$ cat src/rtl/pwm_audio_sample_pacer.sv
// Sample pacer feeding pwm_audio_stereo_out.
// Buffers stereo PCM pairs, releases one pair per sample period and presents
// the pair as registered 8-bit offset-binary duty values. When the producer
// falls behind, an underrun is flagged and counted.
module pwm_audio_sample_pacer #(
  parameter int unsigned IN_W            = 16,
  parameter int unsigned DEPTH           = 8,
  parameter int unsigned CLKS_PER_SAMPLE = 256,
  parameter bit          UNDERRUN_MID    = 1'b1
) (
  input  logic                     clk,
  input  logic                     aclr,
  input  logic                     enable,
  input  logic [IN_W-1:0]          in_left,
  input  logic [IN_W-1:0]          in_right,
  input  logic                     in_valid,
  output logic                     in_ready,
  output logic [7:0]               left_top,
  output logic [7:0]               right_top,
  output logic                     sample_tick,
  output logic                     underrun,
  output logic [15:0]              underrun_count,
  output logic [$clog2(DEPTH):0]   level
);

  localparam int unsigned AW = $clog2(DEPTH);
  localparam int unsigned LW = AW + 1;
  localparam int unsigned CW = (CLKS_PER_SAMPLE > 1) ? $clog2(CLKS_PER_SAMPLE) : 1;

  localparam logic [CW-1:0] CntLast   = CW'(CLKS_PER_SAMPLE - 1);
  localparam logic [LW-1:0] LevelFull = LW'(DEPTH);
  localparam logic [7:0]    Midscale  = 8'h80;
  localparam logic [15:0]   CountMax  = 16'hFFFF;

  // Only the top 8 bits of each sample reach the PWM stage, so the FIFO holds
  // the already-converted bytes; the discarded LSBs are truncated, not rounded.
  function automatic logic [7:0] to_offset8(input logic [7:0] msbs);
    return {~msbs[7], msbs[6:0]};
  endfunction

  if (IN_W > 8) begin : g_drop_lsbs
    logic unused_lsbs;
    assign unused_lsbs = ^{in_left[IN_W-9:0], in_right[IN_W-9:0]};
  end

  // --------------------------------------------------------------------------
  // State
  // --------------------------------------------------------------------------
  logic [15:0]   mem_q [DEPTH];
  logic [AW-1:0] wr_ptr_q, rd_ptr_q;
  logic [LW-1:0] level_q,  level_d;
  logic [CW-1:0] cnt_q;
  logic [7:0]    left_q,   right_q;
  logic          underrun_q;
  logic [15:0]   ucount_q;

  logic          push, pop, starve, tick;
  logic [15:0]   push_data;
  logic [15:0]   head;

  // Handshake, tick and pop/underrun decisions, all from registered state.
  always_comb begin
    in_ready  = (level_q != LevelFull);
    push      = in_valid && in_ready;
    tick      = enable && (cnt_q == CntLast);
    pop       = tick && (level_q != '0);
    // A push landing in the same cycle is not bypassed: empty at tick is an
    // underrun and the new pair stays queued for the next period.
    starve    = tick && (level_q == '0);
    push_data = {to_offset8(in_left[IN_W-1 -: 8]), to_offset8(in_right[IN_W-1 -: 8])};
    head      = mem_q[rd_ptr_q];
  end

  // Occupancy next-state: simultaneous push and pop leaves level unchanged.
  always_comb begin
    level_d = level_q;
    unique case ({push, pop})
      2'b10:   level_d = level_q + LW'(1);
      2'b01:   level_d = level_q - LW'(1);
      default: level_d = level_q;
    endcase
  end

  // FIFO storage; contents need no reset because the pointers define validity.
  always_ff @(posedge clk) begin
    if (push && !aclr) begin
      mem_q[wr_ptr_q] <= push_data;
    end
  end

  // FIFO pointers and occupancy; depth is a power of two so pointers wrap freely.
  always_ff @(posedge clk) begin
    if (aclr) begin
      wr_ptr_q <= '0;
      rd_ptr_q <= '0;
      level_q  <= '0;
    end else begin
      if (push) wr_ptr_q <= wr_ptr_q + AW'(1);
      if (pop)  rd_ptr_q <= rd_ptr_q + AW'(1);
      level_q <= level_d;
    end
  end

  // Sample-period divider; frozen while enable is low.
  always_ff @(posedge clk) begin
    if (aclr) begin
      cnt_q <= '0;
    end else if (enable) begin
      cnt_q <= (cnt_q == CntLast) ? '0 : cnt_q + CW'(1);
    end
  end

  // Duty outputs change only at the edge ending a tick, so they stay stable
  // for a whole PWM frame.
  always_ff @(posedge clk) begin
    if (aclr) begin
      left_q  <= Midscale;
      right_q <= Midscale;
    end else if (pop) begin
      left_q  <= head[15:8];
      right_q <= head[7:0];
    end else if (starve && UNDERRUN_MID) begin
      left_q  <= Midscale;
      right_q <= Midscale;
    end
  end

  // Underrun pulse and saturating counter.
  always_ff @(posedge clk) begin
    if (aclr) begin
      underrun_q <= 1'b0;
      ucount_q   <= '0;
    end else begin
      underrun_q <= starve;
      if (starve && (ucount_q != CountMax)) begin
        ucount_q <= ucount_q + 16'd1;
      end
    end
  end

  assign left_top       = left_q;
  assign right_top      = right_q;
  assign sample_tick    = tick;
  assign underrun       = underrun_q;
  assign underrun_count = ucount_q;
  assign level          = level_q;

endmodule

$ cat config.mk
export PLATFORM = sky130hd
export DESIGN_NAME = pwm_audio_sample_pacer
export DESIGN_NICKNAME = d
export VERILOG_FILES = /design/src/rtl/pwm_audio_sample_pacer.sv
export SDC_FILE = /design/constraint.sdc
export NUM_CORES = 1
export LEC_CHECK = 0
export ABC_AREA = 1
export ABC_CLOCK_PERIOD_IN_PS = 3900
export BUFFER_PORTS_ARGS = -buffer_cell sky130_fd_sc_hd__buf_2
export CAP_MARGIN = 20
export CORE_UTILIZATION = 45
export DETAILED_ROUTE_END_ITERATION = 8
export MAX_ROUTING_LAYER = met4
export PLACE_DENSITY = 0.59
export SYNTH_ARGS = -nofsm -noshare
export SYNTH_HDL_FRONTEND = slang
export SYNTH_SLANG_ARGS = --single-unit
$ cat constraint.sdc
create_clock -name clk -period 3.9 [get_ports clk]
set_input_delay 0.195 -clock clk [delete_from_list [all_inputs] [get_ports clk]]
set_output_delay 0.195 -clock clk [all_outputs]
set_load 0.01 [all_outputs]
=== After elaboration in Yosys (flattened, before gate mapping) ===
Memories as Yosys holds them, arrays and structs flattened. A register that Yosys moved wholly into a read port is not among the register bits.
Index checks and enable logic that the tools add are counted.

* Bits in registers: 51
* RAM bits: 128
* Bits of input ports: 36
* Output and inout port bits: 39
* Logic and storage cells: 42
* Memories: 1

{| class="wikitable"
|+ Memories
! memory !! depth !! width !! read ports !! clocked after Yosys merged registers in !! write ports !! RTL line !! RTL
|-
| mem_q || 8 || 16 || 1 || 1 || 1 || 49 || <nowiki>logic [15:0] mem_q [DEPTH];</nowiki>
|}

* $add $sub $neg: 6
* Equality and inequality tests: 5
* Multiplexer cells: 9
* Bitwise operators: 2
* Reduce and logical (&&, ||, !) cells: 11

{| class="wikitable"
|+ Operators with widths
! kind !! count
|-
| 8-bit two-way mux || 4
|-
| 16-bit by 1-bit adder with 16-bit output, second input constant || 1
|-
| 16-bit inequality test, second input constant || 1
|-
| 8-bit by 1-bit adder with 8-bit output, second input constant || 1
|-
| 8-bit equality test, second input constant || 1
|-
| 4-bit one-hot mux with 2 select lines || 1
|-
| 3-bit by 1-bit adder with 3-bit output, second input constant || 2
|-
| 1-bit logical AND || 6
|-
| 3-bit two-way mux || 2
|-
| 4-bit by 1-bit adder with 4-bit output, second input constant || 1
|-
| 4-bit zero test || 1
|-
| 4-bit inequality test, second input constant || 1
|-
| 2-bit nonzero test || 2
|-
| 4-bit nonzero test || 1
|-
| 4-bit by 1-bit subtractor with 4-bit output, second input constant || 1
|-
| 2-bit by 1-bit equality test with 1-bit output, second input constant || 1
|-
| 2-bit equality test, second input constant || 1
|-
| 1-bit two-way mux || 2
|-
| 1-bit NOT || 2
|-
| 1-bit zero test || 1
|}

=== Depth between registers and ports, before layout ===
Gate-level depths: netlist of run 1.

* Depth after elaboration: 5
* Gate-level depth with buffers: 11

=== Worst setup path before layout of run 1 ===
Ideal clock, no wire load.

* Path kind: register to register
* From: reg level_q[1] (netlist: level[1])
* To: mem mem_q[6][0] (enable)
* Library setup time: 409 ps
* Data arrival time: 2275 ps
* Required time: 3491 ps
* Slack: 1216 ps
* Stages on the path, launching flop included: 9
* Cell sequence: dfxtp_1 inv_1 nand2_1 nor2_1 nand2_1 nand2_1 inv_1 nand2_1 nor3_1

* Cells in the longest elaborated chain, start to end: 5

{| class="wikitable"
|+ Ends and longest elaborated chain
! element !! RTL line !! RTL
|-
| from (decl) || 51 || <nowiki>logic [LW-1:0] level_q, level_d;</nowiki>
|-
| from (signal assigned) || 100 || <nowiki>level_q <= level_d;</nowiki>
|-
| 4-bit inequality test || 63 || <nowiki>in_ready = (level_q != LevelFull);</nowiki>
|-
| named net in_ready || 17 || <nowiki>output logic in_ready,</nowiki>
|-
| 1-bit logical AND || 64 || <nowiki>push = in_valid && in_ready;</nowiki>
|-
| 1-bit logical AND || 86 || <nowiki>if (push && !aclr) begin</nowiki>
|-
| 1-bit two-way mux || 86 ||
|-
| 1-bit two-way mux (implied by the code) || 87 || <nowiki>mem_q[wr_ptr_q] <= push_data;</nowiki>
|-
| to (decl) || 49 ||
|}

The timed path passes the listed nets, and every way through them passes these cells.

=== Worst setup path in the final report of run 1 ===
* From: reg cnt_q[1]
* To: reg level_q[2] (netlist: level[2])

* Cells in the longest elaborated chain, start to end: 5

{| class="wikitable"
|+ Ends and longest elaborated chain
! element !! RTL line !! RTL
|-
| from (decl) || 52 || <nowiki>logic [CW-1:0] cnt_q;</nowiki>
|-
| from (signal assigned) || 109 || <nowiki>cnt_q <= (cnt_q == CntLast) ? '0 : cnt_q + CW'(1);</nowiki>
|-
| 8-bit equality test (*) || 65 || <nowiki>tick = enable && (cnt_q == CntLast);</nowiki>
|-
| 1-bit logical AND (*) || 65 ||
|-
| 1-bit logical AND (*) || 66 || <nowiki>pop = tick && (level_q != '0);</nowiki>
|-
| named net pop || 57 || <nowiki>logic push, pop, starve, tick;</nowiki>
|-
| 2-bit by 1-bit equality test with 1-bit output or 2-bit equality test (tied branches) || 77 || <nowiki>unique case ({push, pop})</nowiki>
|-
| 4-bit one-hot mux with 2 select lines or 2-bit nonzero test (tied branches) || - ||
|}

Mark *: on every way through the listed nets, which the timed path passes. The rest lies on a longest branch.
A chain may end at the register's enable or synchronous reset.

==> results.toml, run 1 <==
[synthesis]
ys_seq_elements = 182
netlist_instances = 758
synth-async-reset-ratio_pct = 0
avgSynthCellArea_sq_um = 10.1
yosys_warnings = 0
syn_nets = 801
synth_edf_count = 128
ys.flop_type = "edfxtp_1"
ys_seq_area_share_pct = 64.2
synth_cell_types = 38
syn-cell-area_sq_mm = 0.00767

[route]
drc = 0
routedWlPerCell_microns = 15.3
drtIter0Drc = 249
drtPass1Iterations = 5
vias = 5319
drtAntennaViolNets = 0
vias_per_cell = 5.06
drt-total-wl_mm = 16.1

[clock_network]
path_clk_slew_ns = 0.07
cts_buffers = 17
cts_setup_buffers = 0
ctsResizeCount = 0
clock_latency_ns = 0.42
h-tree-depth = 4
cts_buffer_depth = 2
cts.sinks = 182
cts_tree = "done"
hold_buffers = 0
clockRootBuffer = "clkbuf_16"

[power_and_ir_drop]
p_switching_mw = 0.807
sw_frac_of_total_pct = 21.1
cellPowerDensity_mw_per_mm2 = 435
p_seq_share_pct = 55.1
p_leak_nw = 3.29
max-vdd-ir-drop_mv = 0.292
p_int_mw = 3.01
power_mw = 3.82
power_frac_comb_pct = 2.8
clockPowerShare_pct = 42.1

[timing]
slew_violations = 0
fin_crit_sh_pct = 53.9
skew_ns = 0.00720
hold_viol = 0
rsz0062_at_grt = "no"
fmax_ghz = 0.476
tns_ns = 0
post-route-min-period_ns = 2.10
worst_pin_slew_ns = 0.701
slew_headroom_pct = 53.3
setup_viol = 0
hold_slack_ns = 0.0397

[placed_design]
place.gp.congestion = 0.822
dp_hpwl_mm = 9.43
io_buffers = 58
place_area_sq_mm = 0.00820

[die]
die_x_microns = 133
start_util_pct = 46.1
coreArea_sq_mm = 0.0166
die-area_sq_mm = 0.0176
ios = 75
die_y_microns = 133
rows = 47

[global_route]
overflow = 0
grt_pass1_vias = 4967
grt_max_degree = 65
grt_pass1_wl_mm = 25.5
grt_usage_pct = 19.7
antenna_found_initial = 0

[finish]
area_growth_pct = 14.4
final_nets = 861
utilization_pct = 52.7
final_area_sq_mm = 0.00878
drive_gt1_share_pct = 18.5
n_fill_cell = 1486
diodes = 0

[run]
drv_cap = 0

[critical_path]
cpMaxStageDelayCell = "dfxtp_1"
crit_path_start = "cnt_q[1]"
cp_max_fo = 9
r2r-start = "cnt_q[1]"
cpLargestDelayFamily = "adder cells"
slowest_delay_ns = 0.36
critPathArrivalTime_ns = 2.41
critPathKind = "flop to flop"
setup.worst_path.end_class = "flop"
cp-start-kind = "flop"
worstPathCellList = "ha_1 -> nand2_1 -> nor2_2 -> nand2_4 -> nor2_8 -> ha_1 -> xor2_1 -> ha_1 -> a21oi_1 -> xor2_1 -> a21oi_1"
cp.buffers_inverters = 0
cp_common_cell = "ha_1"
required_ns = 4.21

[worst_hold_path]
worstHoldPathType = "primary input to flop"
min_from = "in_left[10]"

[run_status]
status = "complete, no violations"
layer usage:
layer | up-vias | routed length, microns | share of wire (%) | GRT usage [%]
met1 | 2534 | 7260 | 45 | 24.5
met4 | 0 | 310 | 1.9 | 7.09
met5 | - | 0 | 0 | -
li1 | 2665 | - | - | -
met2 | 96 | 7950 | 49 | 31.8
met3 | 24 | 601 | 3.7 | 4.18
cells by family (layout without fill, tap and decap cells):
family	count (synthesis)	after routing	share of synthesized area, %
compound gates	80	80	6.05
xor+xnor	10	10	1.14
fa+ha+maj	7	7	1.14
buf+inv	63	136	3.64
flops	182	182	64.2
simple gates	416	416	23.9
power by group through the flow:
stage,logic [mW],clock network [mW],registers (mW)
global placement,0.102,0,2.14
finish,0.106,1.61,2.10
CTS,0.108,1.64,2.10
floorplan,0.0576,0,2.15
detailed placement,0.108,0,2.15
global route,0.121,1.72,2.10
Yosys cell counts, types with 2 or more instances:
cell type  number  area (sq um)
buf_2           6          30.0
edfxtp_1      128          3840
nor2_4          5          56.3
nand4_1         5          31.3
nand2_1       254           953
a21oi_1        35           175
dfxtp_1        54          1080
nand2_4         2          22.5
nor2_8          2          40.0
o21ai_0        25           125
ha_1            7          87.6
nor3_1          8          40.0
nor2_2          3          18.8
a21oi_2         8          70.1
o22ai_1         2          12.5
nand3_1        71           355
nand2_2        13          81.3
nor2_1         44           165
xor2_1          9          78.8
o21ai_2         7          61.3
clkbuf_1       21          78.8
nand3_2         2          20.0
buf_6           2          22.5
or2_2           2          12.5
inv_1          28           105
inv_2           3          11.3
worst paths after layout:
check        cells past startpoint  slack (ns)            to
max reg2reg                     11        1.80      level[2]
max                             11        1.80      level[2]
min                              1        0.04  mem_q[4][10]
min reg2reg                      2        0.45   left_top[6]
metrics by stage:
step,setup slack [ns],cells
CTS,1.79,1050
detailed placement,1.80,1018
finish,1.80,1051
floorplan,1.22,758
global placement,1.84,1018
global route,1.59,1051
flip-flops by register name, indices dropped and copies added, names as in the netlist, named ones only:
register        cells
mem_q             128
underrun_count     16
cnt_q               8
left_top            8
right_top           8
level               4
rd_ptr_q            3
wr_ptr_q            3
underrun            1
cell usage in the layout, fill, tap and decap left out, types with 2 or more instances in the layout:
master	Yosys	final
nor2_1	44	44
edfxtp_1	128	128
nand2_1	254	254
nand3_1	71	71
dfxtp_1	54	53
nor2_8	2	2
buf_2	6	58
o21ai_2	7	7
clkbuf_16	0	17
or2_2	2	2
ha_1	7	7
inv_2	3	3
nand2_4	2	2
o22ai_1	2	2
nor2_2	3	3
inv_1	28	28
clkinvlp_4	0	6
a21oi_1	35	35
clkinv_4	0	2
o21ai_0	25	25
nand3_2	2	2
nand2_2	13	13
xor2_1	9	9
nor3_2	0	4
nor2_4	5	5
nand4_1	5	5
nor3_1	8	4
a21oi_2	8	8
inv_6	0	2
buf_4	0	12
clkbuf_1	21	2
layout make-up:
type	instances	area (sq um)	area share, %
Sequential cell	182	4930	56.1
Multi-Input combinational cell	513	2490	28.4
Clock buffer	19	433	4.93
Timing Repair Buffer	71	400	4.56
Tap cell	220	275	3.14
Inverter	33	128	1.45
Clock inverter	13	125	1.43
Note: power is estimated with default switching activity, not from simulation.
==> run 2: changes to the inputs <==
--- a/config.mk
+++ b/config.mk
@@ -6,13 +6,13 @@
 export NUM_CORES = 1
 export LEC_CHECK = 0
 export ABC_AREA = 1
-export ABC_CLOCK_PERIOD_IN_PS = 3900
+export ABC_CLOCK_PERIOD_IN_PS = 1800
 export BUFFER_PORTS_ARGS = -buffer_cell sky130_fd_sc_hd__buf_2
 export CAP_MARGIN = 20
 export CORE_UTILIZATION = 45
 export DETAILED_ROUTE_END_ITERATION = 8
 export MAX_ROUTING_LAYER = met4
-export PLACE_DENSITY = 0.59
+export PLACE_DENSITY = 0.62
 export SYNTH_ARGS = -nofsm -noshare
 export SYNTH_HDL_FRONTEND = slang
 export SYNTH_SLANG_ARGS = --single-unit
==> constraint.sdc (replaced) <==
create_clock -name clk -period 1.8 [get_ports clk]
set_input_delay 0.09 -clock clk [delete_from_list [all_inputs] [get_ports clk]]
set_output_delay 0.09 -clock clk [all_outputs]
set_load 0.01 [all_outputs]
==> run 2 against run 1 <==
  * Combinational power grew to 3.5 times the previous value
  * Sequential share of layout area is 4.5 points lower
  * Global-route usage increased by 0.83 points
  * Routed wire length up 4.6%
  * Clock-buffer cell count shrank 1
  * First-iteration DRC count rose by 39%
  * Die area unchanged
  * Maximum frequency is 18% higher
  * Largest cell class unchanged
==> results.toml, run 2 (same netlist as run 1, synthesis figures left out) <==
[finish]
largest_reg_flops = 128
top_register = "mem_q"
final_area_sq_mm = 0.00957
utilization_pct = 57.5
diodes = 0
drive_gt1_share_pct = 24.5
layout_commonest_cell = "nand2_1"
n_fill_cell = 1400
most-common-layout-cells = "250 x nand2_1, 128 x edfxtp_1, 70 x nand3_1"
area_growth_pct = 24.7
final_nets = 914

[route]
drt-total-wl_mm = 16.9
drtAntennaViolNets = 0
drtPass1Iterations = 4
routedWlPerCell_microns = 15.3
drtIter0Drc = 345
drc = 0
vias = 5585
vias_per_cell = 5.06

[critical_path]
cp-start-kind = "flop"
cp_common_cell = "ha_4"
critPathArrivalTime_ns = 2.11
cpMaxStageDelayCell = "dfxtp_1"
ff2ff_setup_slack_ns = 0.01
setup.worst_path.end_class = "flop"
worstPathCellList = "or2_1 -> nor2_4 -> nor2_8 -> ha_4 -> xor2_4 -> ha_4 -> a21oi_2 -> xor2_1 -> a21oi_1"
cp_max_fo = 3
slowest_delay_ns = 0.31
critPathKind = "flop to flop"
r2r-end = "level[2]"
r2r-start = "level[3]"
required_ns = 2.12
reg2regPathDepth = 9

[timing]
hold_slack_ns = 0.0500
hold_viol = 0
post-route-min-period_ns = 1.79
finalWorstSetupSlack_ns = 0.0120
fmax_ghz = 0.559
slew_violations = 0
slew_headroom_pct = 68.5
fin_crit_sh_pct = 99.3
worst_pin_slew_ns = 0.471
setup_viol = 0
rsz0062_at_grt = "yes"
skew_ns = 0.0112

[clock_network]
clock_latency_ns = 0.44
cts_tree = "done"
h-tree-depth = 4
cts_buffers = 17
cts.sinks = 182
cts_buffer_depth = 2
path_clk_slew_ns = 0.07
clockRootBuffer = "clkbuf_16"

[die]
ios = 75
die-area_sq_mm = 0.0176
die_x_microns = 133
coreArea_sq_mm = 0.0166
rows = 47
die_y_microns = 133
start_util_pct = 46.1

[worst_hold_path]
min_path_cells = 4
whs_endpoint = "wr_ptr_q[2]"
min_from = "aclr"
worstHoldPathType = "primary input to flop"

[power_and_ir_drop]
p_leak_nw = 3.64
cellPowerDensity_mw_per_mm2 = 887
max-vdd-ir-drop_mv = 0.724

[global_route]
grt_pass1_wl_mm = 26.9
antenna_found_initial = 0
grt_pass1_vias = 5271
grt_max_degree = 49
grt_usage_pct = 20.5
overflow = 0

[placed_design]
dp_hpwl_mm = 10.2
place_area_sq_mm = 0.00867
pre_cts_ws_ns = -0.108
io_buffers = 58
place.gp.congestion = 0.881

[run]
drv_cap = 0

[run_status]
status = "complete, no violations"
[run 2: cell count changes in the layout (fill, tap and decap cells not counted), moves of 5 or more]
cell and delta:
buf_12 +12, buf_4 +25, clkinvlp_4 -5, dfxtp_1 -5, dlygate4sd3_1 +16, nor2_4 +5
[run 2: power breakdown]
| part | leakage (nW) | total (mW) | internal [mW] | switching [mW] |
|---|---|---|---|---|
| registers | 1.60 | 4.55 | 4.53 | 0.0204 |
| logic | 1.77 | 0.366 | 0.151 | 0.216 |
| clock network | 0.277 | 3.56 | 1.84 | 1.73 |
[run 2: final cells by class]
cell class	count	area (sq um)	share of cell area [%]
clock buffers	18	429	4.49
clock inverters	14	140	1.47
inverters	33	130	1.36
multi-input cells	513	2670	27.9
flip-flops and latches	182	4940	51.6
well taps	220	275	2.88
repair buffers	124	988	10.3
[run 2: how the worst max path moves through the flow]
stage / endpoint / slack [ns] / from
detailed placement: level[2] / -0.11 / cnt_q[0]
global route: level[2] / -0.08 / level[0]
CTS: level[2] / -0.02 / cnt_q[1]
finish: level[2] / 0.01 / level[3]
global placement: level[2] / -0.008 / cnt_q[0]
floorplan: mem_q[0][0] / -0.07 / level[0]
[run 2: layer usage]
| layer | up-vias | routed length [microns] | track usage, % |
|---|---|---|---|
| li1 | 2775 | - | - |
| met1 | 2641 | 7650 | 26.6 |
| met2 | 147 | 8090 | 32.5 |
| met3 | 22 | 831 | 3.10 |
| met4 | 0 | 286 | 8.37 |
| met5 | - | 0 | - |
[run 2: stage by stage]
stage | total power [mW] | TNS, ns | instances
5_1_grt | 8.72 | -0.137 | 1104
4_1_cts | 8.52 | -0.0224 | 1101
6_report | 8.48 | 0 | 1104
3_5_place_dp | 4.94 | -0.202 | 1048
3_3_place_gp | 4.93 | -0.0126 | 1048
2_1_floorplan | 4.79 | -2.08 | 758
[run 2: worst max-delay path, delay by kind of cell, from the launching register on]
family          cells  cell delay [ns]
xor+xnor            2             0.34
flops               1             0.31
compound gates      2             0.20
simple gates        3             0.46
fa+ha+maj           2             0.36
[run 2: what timing repair did]
| item | 4_1_cts | 5_1_grt |
|---|---|---|
| gates cloned | 0 | 0 |
| pin swaps | 14 | 12 |
| endpoints found under the hold margin | 122 | 0 |
| setup endpoints to repair | 3 | 56 |
| hold buffers | 16 | 0 |
| resized for setup | 13 | 10 |
| buffers inserted | 5 | 3 |
